==> config.mk <==
export PLATFORM = sky130hd
export DESIGN_NAME = tbird_turn_scheduler
export DESIGN_NICKNAME = d
export VERILOG_FILES = /design/src/rtl/tbird_pkg.sv /design/src/rtl/tbird_sync.sv /design/src/rtl/tbird_turn_scheduler.sv
export SDC_FILE = /design/constraint.sdc
export NUM_CORES = 1
export LEC_CHECK = 0
export CAP_MARGIN = 40
export CELL_PAD_IN_SITES_DETAIL_PLACEMENT = 0
export CELL_PAD_IN_SITES_GLOBAL_PLACEMENT = 1
export CORE_UTILIZATION = 41
export DETAILED_ROUTE_END_ITERATION = 8
export PLACE_DENSITY = 0.78
export SYNTH_ARGS = -nofsm -noshare
export SYNTH_HDL_FRONTEND = slang
export SYNTH_HIERARCHICAL = 1
export SYNTH_SLANG_ARGS = --single-unit
==> constraint.sdc <==
create_clock -name clk -period 2 [get_ports clk]
set_input_delay 0.3 -clock clk [delete_from_list [all_inputs] [get_ports clk]]
set_output_delay 0.3 -clock clk [all_outputs]
set_load 0.01 [all_outputs]
==> src/rtl/tbird_pkg.sv <==
// Shared types and constants for the Thunderbird turn scheduler.
// TBIRD_BRAKE_EN adds a fourth synchronized switch (brake).
package tbird_pkg;

    typedef enum logic [1:0] {
        MODE_IDLE   = 2'd0,
        MODE_LEFT   = 2'd1,
        MODE_RIGHT  = 2'd2,
        MODE_HAZARD = 2'd3
    } mode_t;

    localparam logic [1:0] PH_OFF = 2'd0;
    localparam logic [1:0] PH_A   = 2'd1;
    localparam logic [1:0] PH_AB  = 2'd2;
    localparam logic [1:0] PH_ABC = 2'd3;

`ifdef TBIRD_BRAKE_EN
    localparam int NUM_SW = 4;
`else
    localparam int NUM_SW = 3;
`endif

    // Hazard wins, and both sides together also mean hazard.
    function automatic mode_t pick_mode(input logic l, input logic r, input logic h);
        if (h || (l && r))
            return MODE_HAZARD;
        else if (l)
            return MODE_LEFT;
        else
            return MODE_RIGHT;
    endfunction

endpackage

==> src/rtl/tbird_sync.sv <==
// Multi-bit, multi-stage synchronizer for asynchronous switch inputs.
module tbird_sync #(
    parameter int WIDTH  = 3,
    parameter int STAGES = 2
) (
    input  logic             clk,
    input  logic             reset,
    input  logic [WIDTH-1:0] d,
    output logic [WIDTH-1:0] q
);

    logic [WIDTH-1:0] stage [STAGES];

    always_ff @(posedge clk or posedge reset) begin
        if (reset) begin
            for (int i = 0; i < STAGES; i++)
                stage[i] <= '0;
        end else begin
            stage[0] <= d;
            for (int i = 1; i < STAGES; i++)
                stage[i] <= stage[i-1];
        end
    end

    assign q = stage[STAGES-1];

endmodule

==> src/rtl/tbird_turn_scheduler.sv <==
// Turn-request scheduler: synchronizes switches, latches presses, grants one mode per 4-step sequence.
// Optional brake steady-burn outputs are enabled with TBIRD_BRAKE_EN.
module tbird_turn_scheduler
    import tbird_pkg::*;
#(
    parameter int TICK_DIV    = 12500000,
    parameter int SYNC_STAGES = 2
) (
    input  logic       clk,
    input  logic       reset,
    input  logic       left_sw,
    input  logic       right_sw,
    input  logic       hazard_sw,
`ifdef TBIRD_BRAKE_EN
    input  logic       brake_sw,
    output logic       l_steady,
    output logic       r_steady,
`endif
    output logic       step_o,
    output logic       left_req,
    output logic       right_req,
    output logic [1:0] mode_o,
    output logic [1:0] phase_o,
    output logic       busy_o
);

    localparam int CW = (TICK_DIV > 2) ? $clog2(TICK_DIV) : 1;
    localparam logic [CW-1:0] CNT_MAX = CW'(TICK_DIV - 1);

    logic [NUM_SW-1:0] sw_raw, sw_s;
    logic l_s, r_s, h_s;
    logic [CW-1:0] cnt;
    logic tick;
    logic pend_l, pend_r, pend_h;
    logic l_eff, r_eff, h_eff;
    mode_t mode, mode_next;
    logic [1:0] phase, phase_next;
    logic grant, left_req_next, right_req_next;

`ifdef TBIRD_BRAKE_EN
    logic b_s;
    assign sw_raw = {brake_sw, hazard_sw, right_sw, left_sw};
    assign b_s    = sw_s[3];
`else
    assign sw_raw = {hazard_sw, right_sw, left_sw};
`endif

    tbird_sync #(.WIDTH(NUM_SW), .STAGES(SYNC_STAGES)) u_sync (
        .clk   (clk),
        .reset (reset),
        .d     (sw_raw),
        .q     (sw_s)
    );

    assign l_s   = sw_s[0];
    assign r_s   = sw_s[1];
    assign h_s   = sw_s[2];
    assign tick  = (cnt == CNT_MAX);
    assign l_eff = pend_l | l_s;
    assign r_eff = pend_r | r_s;
    assign h_eff = pend_h | h_s;

    // Sequencing only advances on tick; a sequence always returns through one idle step.
    always_comb begin
        mode_next  = mode;
        phase_next = phase;
        grant      = 1'b0;
        if (tick) begin
            if (mode == MODE_IDLE) begin
                if (l_eff || r_eff || h_eff) begin
                    grant      = 1'b1;
                    mode_next  = pick_mode(l_eff, r_eff, h_eff);
                    phase_next = PH_A;
                end else begin
                    phase_next = PH_OFF;
                end
            end else if (phase == PH_ABC) begin
                mode_next  = MODE_IDLE;
                phase_next = PH_OFF;
            end else begin
                phase_next = phase + 2'd1;
            end
        end
        left_req_next  = (mode_next == MODE_LEFT)  || (mode_next == MODE_HAZARD);
        right_req_next = (mode_next == MODE_RIGHT) || (mode_next == MODE_HAZARD);
    end

    always_ff @(posedge clk or posedge reset) begin
        if (reset) begin
            cnt       <= '0;
            step_o    <= 1'b0;
            mode      <= MODE_IDLE;
            phase     <= PH_OFF;
            pend_l    <= 1'b0;
            pend_r    <= 1'b0;
            pend_h    <= 1'b0;
            left_req  <= 1'b0;
            right_req <= 1'b0;
            busy_o    <= 1'b0;
        end else begin
            cnt       <= tick ? '0 : cnt + 1'b1;
            step_o    <= tick;
            mode      <= mode_next;
            phase     <= phase_next;
            // A grant consumes the latched press but re-captures a still-held switch.
            pend_l    <= grant ? l_s : (pend_l | l_s);
            pend_r    <= grant ? r_s : (pend_r | r_s);
            pend_h    <= grant ? h_s : (pend_h | h_s);
            left_req  <= left_req_next;
            right_req <= right_req_next;
            busy_o    <= (mode_next != MODE_IDLE);
        end
    end

`ifdef TBIRD_BRAKE_EN
    // Steady brake burn follows every cycle on whichever side is not flashing.
    always_ff @(posedge clk or posedge reset) begin
        if (reset) begin
            l_steady <= 1'b0;
            r_steady <= 1'b0;
        end else begin
            l_steady <= b_s & ~left_req_next;
            r_steady <= b_s & ~right_req_next;
        end
    end
`endif

    assign mode_o  = mode;
    assign phase_o = phase;

endmodule

==> impl_metrics.yaml <==
status:
  status: "finished clean"
logic_synthesis:
  netlist_instances: 158
  synth.mux.area_fraction: 0
  yosys-top-cells-area: "dfrtp_1 57%, xor2_1 5.0%, xnor2_1 4.5%, nand3_1 3.4%, nor2_1 3.4%"
  ys_warn_count: 6
  ys_ff_latch: 40
  synth_compound_area_frac: 0.0565
  synth_top_family_by_area: "simple AND/OR/NAND/NOR gates"
  synthSimpleGateAreaFrac: 0.220
  avgSynthCellArea_um2: 11.1
  syn_nets: 165
  synth_area_leader_cell: "dfrtp_1"
  syn_area_um2: 1750
  ys_seq_area_frac: 0.572
  synth_adder_area_share: 0.0143
  ys_types: 34
  synth.top_cell.area_share: 0.572
  synth_xor_area_frac: 0.0951
clocking:
  cts_buffers: 5
  clk_path_buf_depth: 2
  clk_pin_slew_ps: 80
  cts.sinks: 40
  post_cts_buffers: 0
  clockRootBuffer: "clkbuf_8"
  clk_latency_ps: 290
  htree_num_levels: 2
  tritoncts: "yes"
  ctsHoldBuffers: 0
  cts-resized-gates: 0
setup_path:
  endpoint_kind: "flop"
  path_cells: "nor4b_2 -> nand4_1 -> or3_1 -> or4_4 -> o21ai_0"
  worst-path-max-fanout: 5
  critPathLaunchType: "flop"
  cp.arrival_ps: 2130
  criticalPathCategory: "reg -> reg"
  cp_slowest_cell: "or4_4"
  worstPathRequired_ps: 2210
  cpPeakStageDelay_ps: 500
drt:
  wl_mm: 3.01
  ant_nets: 0
  vias: 1149
  avgRoutedWirePerCell_um: 13.3
  vias_per_cell: 5.06
  drc: 0
  drt-pass1-iter-count: 4
  drt_iter0_drc: 35
sta:
  max_clock_freq_mhz: 522
  max-slew-margin-rel: 0.667
  setup_viol: 0
  post-route-period-util: 0.958
  clock_skew_ps: 5.46
  grt_setup_unrepaired: "no"
  final.setup.tns_ps: 0
  finalCriticalPeriod_ps: 1920
  tightest_slew_ps: 495
  hold_violations: 0
  drv_slew: 0
hold_path:
  worstHoldPathType: "in -> async"
die:
  core_area_um2: 4060
  die_area_um2: 4530
  io_pins: 13
  placementRows: 23
  die_h_um: 67.3
  start_util: 0.431
  die_x_um: 67.3
global_routing:
  grt_max_degree: 35
  antenna_found_initial: 0
  overflow: 0
  grt_pass1_vias: 1171
  grt_pass1_wl_mm: 5.38
  grtUsageTotal: 0.168
power:
  ir_drop_uv: 457
  p_leak_nw: 0.895
  powerDensity_nw_per_um2: 688
cells_and_area:
  diodes: 0
  drive_above_1_share: 0.113
  fill_cells: 369
  regArea_um2: 1000
  fin_area_um2: 2020
  layout.nets: 183
  area.growth.synth_to_final_pct: 15.2
  multiInputGateArea_um2: 676
place:
  port_buffers: 12
  finalWeightedCongestion: 0.772
  place_area_um2: 1920
  hpwlAfterDp_mm: 2.18
run:
  drv_cap: 0
-- report_power, final --
| group | internal, mW | switching (mW) | total [mW] |
|---|---|---|---|
| sequential | 0.814 | 0.00288 | 0.817 |
| clock | 0.275 | 0.270 | 0.545 |
| combinational | 0.00842 | 0.0162 | 0.0247 |
| total | 1.10 | 0.289 | 1.39 |
-- cells in the final DEF, fill, tap and decap left out, types with 5 or more instances in the layout --
master and n:
buf_4 5, clkbuf_8 6, clkdlybuf4s50_1 12, dfrtp_1 40
inv_1 6, nand2_1 14, nand3_1 12, nand4_1 5
nor2_1 16, o21ai_0 7, xnor2_1 9, xor2_1 10
-- path summary, 6_finish.rpt --
check,from,depth (start not counted),end,slack [ps]
worst max-delay path,cnt[6],5,mode_o[1],80
worst min-delay path,reset,2,u_sync/stage[4],240
worst max register to register,cnt[6],5,mode_o[1],80
worst min register to register,u_sync/stage[3],0,u_sync/q[0],350
max in group asynchronous,reset,3,cnt[11],1270
min in group clk,u_sync/stage[3],0,u_sync/q[0],350
-- metrics by stage --
stage / util / setup slack [ps] / cells / hold WS, ps / total power, mW
finish: 0.497 / 84.0 / 227 / 245 / 1.39
global route: 0.497 / 2.64 / 227 / 243 / 1.45
CTS: 0.497 / 74.9 / 227 / 232 / 1.41
detailed placement: 0.474 / 86.9 / 219 / 336 / 0.859
global placement: 0.474 / 137 / 219 / 334 / 0.858
floorplan: - / 141 / 158 / 91.0 / 0.848
-- state kept, by name, indices dropped and copies added (netlist names) --
signal,count
cnt,24
pend_l,1
step_o,1
left_req,1
phase_o,2
mode_o,1
busy_o,1
u_sync/q,3
u_sync/stage,3
pend_r,1
pend_h,1
right_req,1
-- worst max-delay path: cells and delay by family, from the launching register on --
| family | cells | cell delay, ps |
|---|---|---|
| AO/OA/AOI/OAI | 1 | 100 |
| AND/OR/NAND/NOR | 4 | 1300 |
| flip-flops | 1 | 440 |
-- layout make-up --
class	instances	area share
flip-flops and latches	40	0.497
inverters	7	0.0130
multi-input cells	105	0.335
well taps	50	0.0310
repair buffers	17	0.0782
clock buffers	6	0.0410
clock inverters	2	0.00497
-- cells in the mapped netlist --
cell and instances:
and3_2 1, nor4b_4 1, and2_1 2, nand3_1 12, nand2_1 14, o311ai_0 1
and2_2 1, nor4b_2 1, inv_1 6, a21oi_1 2, nor3_1 2, o211ai_1 1
a21o_1 3, nor4_1 3, clkinv_1 1, nor4_4 1, or3_1 1, or2_2 1
buf_4 4, and4_1 1, nor2_1 16, o21ai_0 7, nor3b_1 1, and3_1 4
ha_1 2, dfrtp_1 40, or4_4 1, xnor2_1 9, nand4_1 5, o21a_1 1
buf_6 1, buf_2 1, xor2_1 10, o31ai_1 1
-- routing by layer --
layer	global-route usage	vias up	wire, um
li1	-	572	-
met1	0.219	554	1500
met2	0.246	19	1340
met3	0.0557	4	108
met4	0.0878	0	58
met5	0	-	0
-- kinds of logic after synthesis --
kind of cell             count (synthesis)
AND/OR/NAND/NOR                         68
AO/OA/AOI/OAI                           16
buffers and inverters                   13
flip-flops                              40
XOR/XNOR                                19
adder cells (fa/ha/maj)                  2
No activity file was read; power rests on OpenSTA's default activity.
